### src/rtl/boot_pkg.sv
// Shared constants for the boot sequencer: FSM encodings, INIT scrub
// addresses and load/flag constants.
package boot_pkg;

  typedef logic [2:0] state_t;

  localparam state_t ST_IDLE    = 3'd0;
  localparam state_t ST_LOAD    = 3'd1;
  localparam state_t ST_INIT    = 3'd2;
  localparam state_t ST_RUN     = 3'd3;
  localparam state_t ST_DONE    = 3'd4;
  localparam state_t ST_TIMEOUT = 3'd5;

  // Reserved data words zeroed before the core starts, in write order.
  localparam logic [0:4][15:0] INIT_ADDRS = {16'h9078, 16'h907c, 16'h9080, 16'h9084, 16'hfffc};
  localparam logic [2:0]       INIT_LAST  = 3'd4;

  localparam logic [7:0]  DONE_BYTE = 8'hFF;
  localparam logic [15:0] WORD_STEP = 16'd4;
  localparam logic [15:0] LAST_PTR  = 16'hfffc;

endpackage

### src/rtl/boot_watchdog.sv
// Saturating cycle counter used to bound how long the core may run.
module boot_watchdog #(
  parameter int MAX = 100000,
  parameter int W   = 17
) (
  input  logic         clk,
  input  logic         rst,
  input  logic         clr,
  input  logic         en,
  output logic [W-1:0] cnt,
  output logic         expired
);

  localparam logic [W-1:0] LIM = W'(MAX - 1);
  localparam logic [W-1:0] SAT = W'(MAX);
  localparam logic [W-1:0] ONE = W'(1);

  always_ff @(posedge clk or posedge rst) begin
    if (rst) begin
      cnt <= '0;
    end else if (clr) begin
      cnt <= '0;
    end else if (en && (cnt != SAT)) begin
      cnt <= cnt + ONE;
    end
  end

  // Fires during the last permitted RUN cycle so the FSM leaves on that edge.
  assign expired = en && (cnt == LIM);

endmodule

### src/rtl/boot_ctrl.sv
// Boot sequencer: loads a program image, scrubs reserved words, runs the
// core and watches for the completion flag or a watchdog expiry.
module boot_ctrl #(
  parameter logic [15:0] DONE_ADDR = 16'hfffc,
  parameter int          WDOG_MAX  = 100000,
  parameter int          WDOG_W    = 17
) (
  input  logic              clk,
  input  logic              rst,
  input  logic              start,
  input  logic              ld_valid,
  output logic              ld_ready,
  input  logic [31:0]       ld_data,
  input  logic              ld_last,
  output logic              im_we,
  output logic [15:0]       im_addr,
  output logic [31:0]       im_wdata,
  input  logic [3:0]        cpu_dm_we,
  input  logic [15:0]       cpu_dm_addr,
  input  logic [31:0]       cpu_dm_wdata,
  output logic [3:0]        dm_we,
  output logic [15:0]       dm_addr,
  output logic [31:0]       dm_wdata,
  output logic              cpu_rst,
  output logic              busy,
  output logic              done,
  output logic              timeout,
  output logic              overflow,
  output logic [WDOG_W-1:0] wdog_cnt
);

  import boot_pkg::*;

  state_t      state;
  logic [15:0] ptr;
  logic [2:0]  idx;
  logic        xfer;
  logic        done_det;
  logic        restart;
  logic        wd_clr;
  logic        wd_en;
  logic        wd_expired;

  assign xfer     = (state == ST_LOAD) && ld_valid;
  assign done_det = (state == ST_RUN) && (cpu_dm_addr == DONE_ADDR) &&
                    cpu_dm_we[0] && (cpu_dm_wdata[7:0] == DONE_BYTE);
  assign restart  = start && ((state == ST_DONE) || (state == ST_TIMEOUT));
  assign wd_clr   = (state == ST_IDLE) || restart;
  assign wd_en    = (state == ST_RUN);

  boot_watchdog #(.MAX(WDOG_MAX), .W(WDOG_W)) u_wdog (
    .clk     (clk),
    .rst     (rst),
    .clr     (wd_clr),
    .en      (wd_en),
    .cnt     (wdog_cnt),
    .expired (wd_expired)
  );

  always_ff @(posedge clk or posedge rst) begin
    if (rst) begin
      state    <= ST_IDLE;
      ptr      <= '0;
      idx      <= '0;
      done     <= 1'b0;
      timeout  <= 1'b0;
      overflow <= 1'b0;
    end else begin
      case (state)
        ST_IDLE: begin
          ptr      <= '0;
          idx      <= '0;
          done     <= 1'b0;
          timeout  <= 1'b0;
          overflow <= 1'b0;
          if (start) state <= ST_LOAD;
        end
        ST_LOAD: begin
          // The top word is forced to be the last one so ptr never wraps.
          if (xfer) begin
            if (ld_last || (ptr == LAST_PTR)) begin
              state    <= ST_INIT;
              overflow <= (ptr == LAST_PTR) && !ld_last;
            end else begin
              ptr <= ptr + WORD_STEP;
            end
          end
        end
        ST_INIT: begin
          if (idx == INIT_LAST) begin
            idx   <= '0;
            state <= ST_RUN;
          end else begin
            idx <= idx + 3'd1;
          end
        end
        ST_RUN: begin
          if (done_det) begin
            state <= ST_DONE;
            done  <= 1'b1;
          end else if (wd_expired) begin
            state   <= ST_TIMEOUT;
            timeout <= 1'b1;
          end
        end
        ST_DONE, ST_TIMEOUT: begin
          if (start) begin
            state    <= ST_LOAD;
            ptr      <= '0;
            idx      <= '0;
            done     <= 1'b0;
            timeout  <= 1'b0;
            overflow <= 1'b0;
          end
        end
        default: state <= ST_IDLE;
      endcase
    end
  end

  // Memory write ports are combinational so the word lands on the accepting edge.
  always_comb begin
    ld_ready = 1'b0;
    im_we    = 1'b0;
    im_addr  = '0;
    im_wdata = '0;
    dm_we    = '0;
    dm_addr  = '0;
    dm_wdata = '0;
    cpu_rst  = 1'b1;
    busy     = 1'b0;
    case (state)
      ST_LOAD: begin
        busy     = 1'b1;
        ld_ready = 1'b1;
        im_we    = xfer;
        im_addr  = ptr;
        im_wdata = ld_data;
        dm_we    = {4{xfer}};
        dm_addr  = ptr;
        dm_wdata = ld_data;
      end
      ST_INIT: begin
        busy     = 1'b1;
        dm_we    = 4'hF;
        dm_addr  = INIT_ADDRS[idx];
        dm_wdata = 32'h0;
      end
      ST_RUN: begin
        busy     = 1'b1;
        cpu_rst  = 1'b0;
        dm_we    = cpu_dm_we;
        dm_addr  = cpu_dm_addr;
        dm_wdata = cpu_dm_wdata;
      end
      default: ;
    endcase
  end

endmodule

### config.mk
export PLATFORM = sky130hd
export DESIGN_NAME = boot_ctrl
export DESIGN_NICKNAME = d
export VERILOG_FILES = /design/src/rtl/boot_pkg.sv /design/src/rtl/boot_watchdog.sv /design/src/rtl/boot_ctrl.sv
export SDC_FILE = /design/constraint.sdc
export NUM_CORES = 1
export LEC_CHECK = 0
export CORE_MARGIN = 3
export CORE_UTILIZATION = 30
export DETAILED_ROUTE_END_ITERATION = 16
export PLACE_DENSITY = 0.71
export SLEW_MARGIN = 20
export SYNTH_ARGS = -nofsm -noshare
export SYNTH_HDL_FRONTEND = slang
export SYNTH_SLANG_ARGS = --single-unit
export TNS_END_PERCENT = 1
### constraint.sdc
create_clock -name clk -period 2.7 [get_ports clk]
set_input_delay 0.405 -clock clk [delete_from_list [all_inputs] [get_ports clk]]
set_output_delay 0.405 -clock clk [all_outputs]
set_load 0.03 [all_outputs]
==> qor.yml, run 1 <==
cp_cell_sequence: "nor3b_4 -> buf_4 -> and2_1 -> clkdlybuf4s50_1"
critPathRequiredTime_ps: 2300
synthCells: 391
cts_tree: "done"
period_share_pct: 96.7
setup_viol: 0
avgViaCountPerCell: 5.11
powerDensity_nw_per_um2: 950
avgSynthCellArea_um2: 8.11
wl_per_cell_um: 18.5
final_core_util_pct: 55.0
slew_violations: 0
grtUsageTotal_pct: 21.3
arrival_ps: 2210
grt_pass1_vias: 3585
grt_max_degree: 51
fin_skew_ps: 3.80
ys_warn_count: 0
antenna_found_initial: 1
die_w_um: 109
drive_gt1_share_pct: 14.4
ys_ff_latch: 40
startpoint_type: "register"
tightest_slew_ps: 587
grt_pass1_wl_mm: 19.7
ff2ff_path_depth: 5
tns_ps: 0
power.leakage_uw: 0.00268
min_path_type: "register to register"
fin_hold_ws_ps: 510
antenna_cells: 0
rsz0062_at_grt: "false"
fin_crit_ps: 2610
end_kind: "output port"
cts_root_buf: "clkbuf_8"
die-area_um2: 11800
fmax_ghz: 0.383
critPathSlowestCell: "clkdlybuf4s50_1"
ant_nets: 0
slew-limit-headroom_pct: 60.6
yosys.cell_types.count: 50
start_util_pct: 31.7
hold_depth: 1
outcome: "finished, final reports clean"
cp_slowest_stage_delay_ps: 680
die_h_um: 109
routed_wl_mm: 13.4
clock_latency_ps: 290
ys_seq_area_share_pct: 31.6
syn_area_um2: 3170
clock_path_buffers: 2
criticalPathCategory: "register to output port"
cts_buffers: 5
drtPass1Iterations: 4
synthFlopType: "dfrtp_1"
grt_overflow_total: 0
clk_pin_slew_ps: 80
hpwl_mm: 10.7
cap_violations: 0
cp_max_fo: 16
cts.htree.levels: 2
synth_edf_count: 0
io_pins: 213
rows: 36
clock-sinks: 40
ctsHoldBuffers: 0
drtIter0Drc: 193
num_vias: 3691
hold_violations: 0
nNetsFinal: 683
drc: 0
area_delta_synth_final_pct: 73.6
gp_congestion: 0.878
core_area_um2: 10000
async_flop_share_pct: 100
portBuffers: 210
ir_worst_vdd_v: 0.000548
-- per-layer routing --
metal	share of wire (%)	GRT usage, %
met1	39	24.5
met2	49	37.5
met3	9.8	7.82
met4	2.0	5.41
met5	0.082	0
-- critical path: cells and delay by family, from the launching register on --
kind / cells / cell delay (ps)
flops: 1 / 500
simple gates: 2 / 490
buf+inv: 2 / 920
-- state kept, by name (all words and copies together) (netlist names) --
register and flops:
ptr 14, timeout 1, idx 3, state 3, u_wdog.cnt 17, done 1
overflow 1
-- where the power goes --
part,leakage (uW),total (uW),switching (uW),internal (uW)
clock network,0.0000645,542,216,326
registers,0.000547,748,87.7,661
logic,0.00206,3940,2360,1580
-- logic make-up (layout without fill, tap and decap cells) --
| family | after synthesis | in the layout | share of synthesized area (%) |
|---|---|---|---|
| other cells | 1 | 2 | 0.118 |
| buf+inv | 42 | 240 | 5.96 |
| fa+ha+maj | 5 | 5 | 1.97 |
| simple gates | 191 | 191 | 34.3 |
| flops | 40 | 40 | 31.6 |
| compound gates | 86 | 86 | 18.8 |
| xor+xnor | 25 | 25 | 6.91 |
| mux | 1 | 1 | 0.316 |
-- stage by stage --
stage                     instances  total power (uW)  area, um^2  setup WS (ps)
after floorplan                 392              3100        3170            267
after global placement          715              4680        5350            270
after detailed placement        715              4710        5350            257
after CTS                       723              5270        5480           28.6
after global routing            723              5490        5500           4.14
final                           723              5230        5500           88.7
-- cell type report --
cell class	count	area [um^2]
fillers	905	4500
repair buffers	219	2160
multi-input cells	310	2000
flip-flops and latches	40	1000
well taps	133	166
clock buffers	7	96.3
inverters	13	48.8
clock inverters	1	30.0
-- repair_timing --
| item | CTS | global route |
|---|---|---|
| gates resized for setup | 9 | 11 |
| pin swaps | 0 | 0 |
| endpoints found under the setup margin | 18 | 41 |
| buffers inserted | 0 | 0 |
-- synth_stat cells, types with 3 or more instances --
cell type	n	area, um^2
clkbuf_1	20	75.1
and2_1	52	325
a21o_1	37	278
ha_1	5	62.6
xnor2_1	19	166
nor2_1	40	150
nand2_1	26	97.6
inv_1	12	45.0
buf_4	4	30.0
or2_2	4	25.0
a221o_1	6	60.1
nor3b_1	3	22.5
nor3_1	8	40.0
nand3_1	8	40.0
nor4_1	10	62.6
a22o_1	3	26.3
or3_1	4	25.0
nand4b_1	3	26.3
xor2_1	6	52.6
nand3b_1	5	37.5
dfrtp_1	40	1000
nand4_1	10	62.6
a21oi_1	19	95.1
o21ai_0	12	60.1
-- path summary, 6_finish.rpt --
check | startpoint | to | slack, ps
worst max-delay path | state[0] | im_wdata[16] | 90
worst min-delay path | timeout | timeout | 510
worst max register to register | u_wdog.cnt[11] | state[1] | 450
worst min register to register | timeout | timeout | 510
max in group asynchronous | rst | state[2] | 1780
min in group asynchronous | rst | u_wdog.cnt[10] | 530
-- layout by cell type, fill, tap and decap left out, types with 3 or more instances in the layout --
cell type / netlist / final
xor2_1: 6 / 6
clkdlybuf4s50_1: 0 / 143
buf_12: 0 / 8
nor2_1: 40 / 40
nand4_1: 10 / 10
xnor2_1: 19 / 19
buf_4: 4 / 51
nand2_1: 26 / 26
dfrtp_1: 40 / 39
nor3_1: 8 / 8
inv_1: 12 / 12
or2_2: 4 / 4
nand4b_1: 3 / 3
a22o_1: 3 / 3
a21oi_1: 19 / 18
and2_1: 52 / 51
nor4_1: 10 / 10
or3_1: 4 / 4
dlymetal6s2s_1: 0 / 9
nand3b_1: 5 / 5
a221o_1: 6 / 6
nand3_1: 8 / 8
a21o_1: 37 / 37
ha_1: 5 / 5
dlygate4sd2_1: 0 / 8
o21ai_0: 12 / 12
clkbuf_8: 0 / 7
Power figures use the tool's default switching activity.
==> inputs of run 2 (changes only) <==
--- a/config.mk
+++ b/config.mk
@@ -13,4 +13,4 @@
 export SYNTH_ARGS = -nofsm -noshare
 export SYNTH_HDL_FRONTEND = slang
 export SYNTH_SLANG_ARGS = --single-unit
-export TNS_END_PERCENT = 1
+export TNS_END_PERCENT = 5
==> results of run 2 <==
The final DEF is identical to that of run 1; final timing and power are the same.
